### config.mk
export PLATFORM = sky130hd
export DESIGN_NAME = parking_request_queue
export DESIGN_NICKNAME = d
export VERILOG_FILES = /design/src/rtl/parking_request_queue.sv
export SDC_FILE = /design/constraint.sdc
export NUM_CORES = 1
export LEC_CHECK = 0
export ABC_CLOCK_PERIOD_IN_PS = 5900
export CELL_PAD_IN_SITES_DETAIL_PLACEMENT = 1
export CELL_PAD_IN_SITES_GLOBAL_PLACEMENT = 1
export CORE_MARGIN = 5
export CORE_UTILIZATION = 30
export CTS_CLUSTER_DIAMETER = 60
export DETAILED_ROUTE_END_ITERATION = 8
export PLACE_DENSITY_LB_ADDON = 0.08
export SLEW_MARGIN = 30
export SYNTH_ARGS = -nofsm -noshare
export SYNTH_HDL_FRONTEND = slang
export SYNTH_SLANG_ARGS = --single-unit
### constraint.sdc
create_clock -name clock -period 5.9 [get_ports clock]
set_clock_uncertainty 0.05 [all_clocks]
set_input_delay 0.59 -clock clock [delete_from_list [all_inputs] [get_ports clock]]
set_output_delay 0.59 -clock clock [all_outputs]
set_load 0.005 [all_outputs]
### src/rtl/parking_request_queue.sv
// parking_request_queue: validates gate/sensor request pulses and queues them for the parking controller.
// Ports:
//   clock, reset        - system clock; asynchronous active-high reset.
//   license_plate[15:0] - four BCD digits, [15:12] most significant.
//   in_mode, out_mode   - one-cycle entry / exit request for license_plate.
//   leakage             - one-cycle leakage event on leakage_floor[2:0] (1..7).
//   todo_pop            - controller retires the presented request.
//   todo_*              - oldest pending request (all zero when todo_exists=0).
//   pending             - number of queued requests, including the presented one.
//   reject              - one-cycle pulse after a malformed request was discarded.
//   overflow            - sticky: a valid request was dropped because the queue was full.
// Optional macro PRQ_LEAK_PRIORITY_EN: leaks go to a one-entry register presented ahead of the FIFO.
module parking_request_queue #(
    parameter int DEPTH = 8,
    parameter int CNT_W = $clog2(DEPTH + 1)
) (
    input  logic             clock,
    input  logic             reset,
    input  logic [15:0]      license_plate,
    input  logic             in_mode,
    input  logic             out_mode,
    input  logic             leakage,
    input  logic [2:0]       leakage_floor,
    input  logic             todo_pop,
    output logic             todo_exists,
    output logic             todo_in,
    output logic             todo_out,
    output logic             todo_leak_move,
    output logic [15:0]      todo_license_plate,
    output logic [2:0]       todo_floor,
    output logic [CNT_W-1:0] pending,
    output logic             reject,
    output logic             overflow
);
    localparam int AW = $clog2(DEPTH);

    // Entry: {kind[1:0] (01 in, 10 out, 11 leak), plate[15:0], floor[2:0]}
    logic [20:0]      mem [DEPTH];
    logic [AW-1:0]    wptr, rptr, wptr_next;
    logic [CNT_W-1:0] count;
    logic [CNT_W:0]   free, need;
    logic [20:0]      head, plate_entry, leak_entry;
    logic             plate_req, plate_valid, plate_bad, leak_valid, leak_bad;
    logic             leak_push, plate_push, fifo_pop, leak_drop, drop;
`ifdef PRQ_LEAK_PRIORITY_EN
    logic             lreg_valid, lreg_pop;
    logic [2:0]       lreg_floor;
`endif

    always_comb begin
        plate_req   = in_mode | out_mode;
        plate_valid = plate_req && !(in_mode && out_mode) && license_plate != 16'd0 &&
                      license_plate[15:12] <= 4'd9 && license_plate[11:8] <= 4'd9 &&
                      license_plate[7:4] <= 4'd9 && license_plate[3:0] <= 4'd9;
        plate_bad   = plate_req && !plate_valid;
        leak_valid  = leakage && leakage_floor != 3'd0;
        leak_bad    = leakage && leakage_floor == 3'd0;
        plate_entry = {(in_mode ? 2'b01 : 2'b10), license_plate, 3'd0};
        leak_entry  = {2'b11, 16'd0, leakage_floor};
`ifdef PRQ_LEAK_PRIORITY_EN
        // The leak register is retired before the FIFO head.
        lreg_pop    = todo_pop && lreg_valid;
        fifo_pop    = todo_pop && !lreg_valid && count != '0;
`else
        fifo_pop    = todo_pop && count != '0;
`endif
        free        = (CNT_W+1)'(DEPTH) - {1'b0, count} + {{CNT_W{1'b0}}, fifo_pop};
`ifdef PRQ_LEAK_PRIORITY_EN
        leak_push   = 1'b0;
        // Overwriting an occupied register loses information only if the floor changes.
        leak_drop   = leak_valid && lreg_valid && !lreg_pop && leakage_floor != lreg_floor;
`else
        // Leak is pushed first, so it wins the last free slot.
        leak_push   = leak_valid && free != '0;
        leak_drop   = leak_valid && !leak_push;
`endif
        need        = leak_push ? (CNT_W+1)'(2) : (CNT_W+1)'(1);
        plate_push  = plate_valid && free >= need;
        drop        = leak_drop || (plate_valid && !plate_push);
        wptr_next   = wptr + AW'(1);
    end

    always_ff @(posedge clock) begin
        if (leak_push)
            mem[wptr] <= leak_entry;
        if (plate_push)
            mem[leak_push ? wptr_next : wptr] <= plate_entry;
    end

    always_ff @(posedge clock or posedge reset) begin
        if (reset) begin
            wptr     <= '0;
            rptr     <= '0;
            count    <= '0;
            reject   <= 1'b0;
            overflow <= 1'b0;
        end else begin
            wptr     <= wptr + AW'(leak_push) + AW'(plate_push);
            rptr     <= rptr + AW'(fifo_pop);
            count    <= count + CNT_W'(leak_push) + CNT_W'(plate_push) - CNT_W'(fifo_pop);
            reject   <= plate_bad | leak_bad;
            overflow <= overflow | drop;
        end
    end

`ifdef PRQ_LEAK_PRIORITY_EN
    always_ff @(posedge clock or posedge reset) begin
        if (reset) begin
            lreg_valid <= 1'b0;
            lreg_floor <= 3'd0;
        end else if (leak_valid) begin
            lreg_valid <= 1'b1;
            lreg_floor <= leakage_floor;
        end else if (lreg_pop) begin
            lreg_valid <= 1'b0;
        end
    end

    assign head        = lreg_valid ? {2'b11, 16'd0, lreg_floor} : mem[rptr];
    assign todo_exists = lreg_valid || count != '0;
    assign pending     = count + CNT_W'(lreg_valid);
`else
    assign head        = mem[rptr];
    assign todo_exists = count != '0;
    assign pending     = count;
`endif

    // Head fields are gated so stale storage never leaks onto an idle interface.
    assign todo_in            = todo_exists && head[20:19] == 2'b01;
    assign todo_out           = todo_exists && head[20:19] == 2'b10;
    assign todo_leak_move     = todo_exists && head[20:19] == 2'b11;
    assign todo_license_plate = todo_exists ? head[18:3] : 16'd0;
    assign todo_floor         = todo_exists ? head[2:0] : 3'd0;
endmodule

Word level (Yosys, flattened, before mapping)
Memories as Yosys holds them, arrays and structs flattened.
Cells that the tools add are included.
{"block": "word_totals", "wordCells": 63, "n_memories": 1, "mem_bits_rw": 168, "regBits": 12}
{"block": "classes", "eq_ne": 3, "bitwise_logic": 3, "reduce_logical": 28, "n_lt_le_gt_ge": 5, "add_sub_neg": 9, "n_mux": 9}
{"memory": "mem", "depth": 8, "word_bits": 21, "read_ports": 1, "rd_ports_with_merged_regs": 0, "write_ports": 2, "line_no": "38", "text": "logic [20:0] mem [DEPTH];"}
{"cell": "$logic_and A1 B1 Y1", "count": 18}
{"cell": "$le A4 B4 Y1 const B", "count": 4}
{"cell": "$mux W16", "count": 1}
{"cell": "$reduce_bool A16 Y1", "count": 1}
{"cell": "$add A3 B1 Y3", "count": 3}
{"cell": "$add A4 B1 Y4", "count": 2}
{"cell": "$mux W3", "count": 2}
{"cell": "$add A5 B1 Y5", "count": 1}
{"cell": "$ge A5 B2 Y1", "count": 1}
{"cell": "$reduce_bool A5 Y1", "count": 1}
{"cell": "$sub A4 B4 Y5 const A", "count": 1}
{"cell": "$eq A2 B2 Y1 const B", "count": 2}
{"cell": "$logic_not A1 Y1", "count": 4}
{"cell": "$mux W1", "count": 4}
{"cell": "$mux W2", "count": 2}
{"cell": "$reduce_bool A4 Y1", "count": 1}
{"cell": "$sub A4 B1 Y4", "count": 1}
{"cell": "$add A3 B1 Y3 const B", "count": 1}
{"cell": "$logic_not A3 Y1", "count": 1}
{"cell": "$or A1 B1 Y1", "count": 3}
{"cell": "$reduce_bool A3 Y1", "count": 1}
{"cell": "$eq A2 B1 Y1 const B", "count": 1}
{"cell": "$logic_or A1 B1 Y1", "count": 1}

Longest topological paths before layout
{"block": "logic_depth", "word_depth": 13, "depth_mapped": 25, "depth_no_buf": 23}

Least setup slack after synthesis
No wires, ideal clock.
{"block": "synth_path", "kind": "register -> register", "from": "register count[2] (netlist: pending[2])", "to": "memory mem[7][10], enable pin", "required_ns": 5.429, "setup_time_ns": 0.421, "arrival_time_ns": 4.485, "setup_slack_ns": 0.944, "synth_period_minus_slack_ns": 4.956, "stages_incl_launch_ff": 20, "path_buffers": 2, "path_cell_list": "dfrtp_1 -> inv_1 -> ha_1 -> and2_1 -> inv_1 -> nand2_1 -> ha_1 -> inv_1 -> ha_1 -> nand2b_1 -> o41ai_2 -> a21oi_4 -> buf_4 -> inv_1 -> ha_1 -> nand2b_1 -> a21o_1 -> o21ai_2 -> buf_6 -> o31ai_1"}
{"item": "start: declaration", "line_no": "40", "text": "logic [CNT_W-1:0] count;"}
{"item": "start signal: assignment", "line_no": "100", "text": "count <= count + CNT_W'(leak_push) + CNT_W'(plate_push) - CNT_W'(fifo_pop);"}
{"item": "end: declaration", "line_no": "38"}

Worst setup path after layout
{"block": "layout_path", "from": "register count[2] (netlist: pending[2])", "to": "register count[2] (netlist: pending[2])"}
{"block": "layout_via", "elab_chain_len": 10, "word_cells_on_any_way": 12}
{"item": "parallel branches: the longest is 9 deep, another holds $sub A4 B4 Y5"}
{"item": "$sub A4 B1 Y4 *", "line_no": "100"}
Every way passes the cells marked *.

==> impl_metrics.ini <==
[outcome]
outcome = finished, final reports clean

[floorplanning]
core_area_um2 = 28800
initial_core_util_pct = 30.4
fp.dieArea_um2 = 32700
design.portCount = 54
fp.dieH_um = 181
die_w_um = 181
rows = 62

[cells_and_area]
area_growth_pct = 17.5
fillers = 2992
final_layout_size_suffix_gt1_share_pct = 17.5
final_net_count = 715
final_core_util_pct = 35.7
n_antenna_cell = 0

[detailed_routing]
drtIter0Drc = 300
num_vias = 5189
ant_nets = 0
drt-pass1-iter-count = 4
drcViolationCount = 0
vias_per_cell = 4.85
wl_um = 24100
wl_per_cell_um = 22.5

[min_path]
min_path_cells = 2
whs_endpoint = mem[3][0]
hold_path.class = flip-flop to flip-flop
worst_hold_startpoint = mem[3][0]

[power]
p_clk_share_pct = 23.1
power_density_nw_per_um2 = 482
p_sw_mw = 1.66
combPwrFrac_pct = 38.7
ir_drop_mv = 0.182
p_int_mw = 3.29
p_leak_nw = 3.82
p_sw_share_pct = 33.5
pwr-share-seq_pct = 38.1

[sta]
rsz0062_at_grt = no
drv_slew = 0
fin_crit_ns = 4.88
setup_ws_ns = 1.02
finalSetupTns_ns = 0
slew_headroom_pct = 39.3
max_freq_mhz = 205
holdWs_ns = 0.418
post-route-period-util_pct = 82.7
report.final.hold_viol_count = 0
tightest_slew_ns = 0.906
setup_violations = 0

[logic_synthesis]
synth_area_um2 = 8750
synth_top_area_share_pct = 49.4
synth.largest_area_cell = edfxtp_1
yosysWarnings = 0
ys_seq_elements = 180
synthFlopType = edfxtp_1
synth_area_leaders = edfxtp_1 49%, mux4_2 11%, and2_1 9.2%
synthCells = 627
syn_avg_cell_area_um2 = 14.0
synthDistinctLibCells = 52
yosysSeqAreaShare_pct = 58.4
synth_fp_nets = 670
ys_async_sr_fraction_pct = 6.67
synth_edf_count = 144

[critical_path]
required_ns = 6.16
reg2reg_from = pending[2]
rr_worst_depth = 21
slowest_stage = o21ai_2
slowest_delay_ns = 0.68
crit_chain = inv_1, ha_1, and2_1, inv_1, nand2_1, ha_1, inv_1, ha_1, nand2b_1, o41ai_2, a21oi_4, inv_1, ha_1, nand2b_1, a21o_1, o21ai_2, xor2_1, ha_1, o21bai_1, fa_1, xnor2_1
crit_type = flip-flop to flip-flop
crit_fanout = 14
worst_path_most_repeated_cell = ha_1
startpoint_type = flip-flop
r2r-end = pending[2]
arrival_ns = 5.14
critical_path.endpoint_type = flip-flop
rrSetupSlack_ns = 1.02

[cts]
worstSkewPairLatency_ns = 0.43
cts_hold_buffers = 0
post_cts_resize_count = 0
cts_buffers = 17
cts_tree = built
cts-root-buf = clkbuf_16
clk_pin_slew_ns = 0.07
htree_levels = 4
clk_path_buf_depth = 2
cts_setup_buffers = 0
clock-sinks = 180

[global_route]
grtUsageTotal_pct = 15.0
grt_pass1_wl_um = 36800
grt.overflow.total = 0
grt_pass1_vias = 5722
antenna_found_initial = 0
grt_max_degree = 28

[job]
cap_violations = 0

[placement]
io_buffers = 53
hpwl_um = 15200
pre_cts_ws_ns = 0.958
place_congestion = 0.740
-- worst max-delay path, delay by kind of cell, from the launching register on --
kind / cells / cell delay (ns)
compound gates: 5 / 1.53
xor+xnor: 2 / 0.29
fa+ha+maj: 6 / 1.54
buf+inv: 4 / 0.39
flops: 1 / 0.40
simple gates: 4 / 0.57
-- flip-flops by register name, summed over array words and instances, names as in the netlist --
register  flops
wptr          3
mem         168
reject        1
pending       4
rptr          3
overflow      1
-- power groups by stage --
stage          combinational (mW)  clock, mW  sequential [mW]
2_1_floorplan                1.27          0             1.77
3_3_place_gp                 1.95          0             1.92
3_5_place_dp                 1.97          0             1.92
4_1_cts                      1.98       1.17             1.90
5_1_grt                      2.12       1.23             1.92
6_report                     1.92       1.14             1.89
-- cell usage in the layout, fill, tap and decap left out, types with 3 or more instances in the layout --
| master | Yosys | layout |
|---|---|---|
| or2_2 | 7 | 7 |
| nor3_2 | 8 | 8 |
| clkbuf_16 | 0 | 17 |
| inv_1 | 13 | 13 |
| mux4_2 | 42 | 42 |
| nand2b_1 | 4 | 4 |
| mux2i_1 | 38 | 38 |
| dfxtp_1 | 24 | 24 |
| xor2_1 | 4 | 4 |
| o21ai_0 | 10 | 10 |
| xnor2_1 | 4 | 4 |
| inv_6 | 0 | 4 |
| nor3_1 | 3 | 3 |
| dfrtp_1 | 12 | 10 |
| and2_1 | 129 | 129 |
| o2bb2ai_1 | 3 | 3 |
| and3_1 | 6 | 6 |
| clkinv_2 | 0 | 3 |
| nor2_1 | 43 | 43 |
| buf_4 | 3 | 14 |
| clkdlybuf4s50_1 | 0 | 53 |
| a21o_1 | 15 | 15 |
| nand2_1 | 22 | 22 |
| edfxtp_1 | 144 | 144 |
| ha_1 | 17 | 17 |
| nor4_1 | 4 | 4 |
-- logic make-up after synthesis --
| logic type | share of synthesized area [%] |
|---|---|
| AND/OR/NAND/NOR | 15.6 |
| flip-flops | 58.4 |
| multiplexers | 15.6 |
| adder cells (fa/ha/maj) | 2.66 |
| buffers and inverters | 2.99 |
| AO/OA/AOI/OAI | 3.62 |
| XOR/XNOR | 1.17 |
-- worst max path at each step --
| stage | from | to | slack (ns) | cells after the start |
|---|---|---|---|---|
| 4_1_cts | pending[2] | pending[2] | 0.98 | 21 |
| 2_1_floorplan | pending[2] | mem[7][10] | 0.94 | 19 |
| 6_report | pending[2] | pending[2] | 1.02 | 21 |
| 3_3_place_gp | todo_pop | pending[2] | 1.05 | 18 |
| 5_1_grt | pending[2] | pending[2] | 0.57 | 21 |
| 3_5_place_dp | todo_pop | pending[2] | 0.96 | 18 |
-- synthesized netlist by cell type (all sizes together), types with 3 or more instances --
cell type,number
o21ai,12
and2,129
mux2,3
dfxtp,24
ha,17
nor2,43
mux4,42
nor3,11
nand2b,4
buf,20
nor4,4
inv,13
edfxtp,144
nand2,22
nor3b,3
xnor2,6
clkbuf,23
o2bb2ai,3
dfrtp,12
xor2,4
a21o,15
mux2i,38
or2,7
and3,6
-- final cells by class --
cell class	instances	area (um2)	area share, %
clock buffers	18	429	4.18
clock inverters	14	151	1.47
inverters	14	52.6	0.512
multi-input cells	390	3390	33.0
flip-flops and latches	180	5110	49.7
well taps	384	480	4.68
repair buffers	69	658	6.41
-- through the flow --
step,power [mW],std cells,instance area [um2]
final,4.95,1069,10300
after global routing,5.28,1069,10300
after CTS,5.05,1069,10300
after detailed placement,3.90,1037,9690
after global placement,3.87,1035,9670
after floorplan,3.04,627,8750
-- routing by layer --
| metal | up-vias | track usage [%] | wire [um] |
|---|---|---|---|
| met5 | - | 0 | 0 |
| met4 | 0 | 3.21 | 206 |
| met3 | 13 | 2.17 | 680 |
| met2 | 88 | 25.9 | 12300 |
| met1 | 2726 | 20.3 | 10900 |
| li1 | 2362 | - | - |
Note: power is estimated with default switching activity, not from simulation.
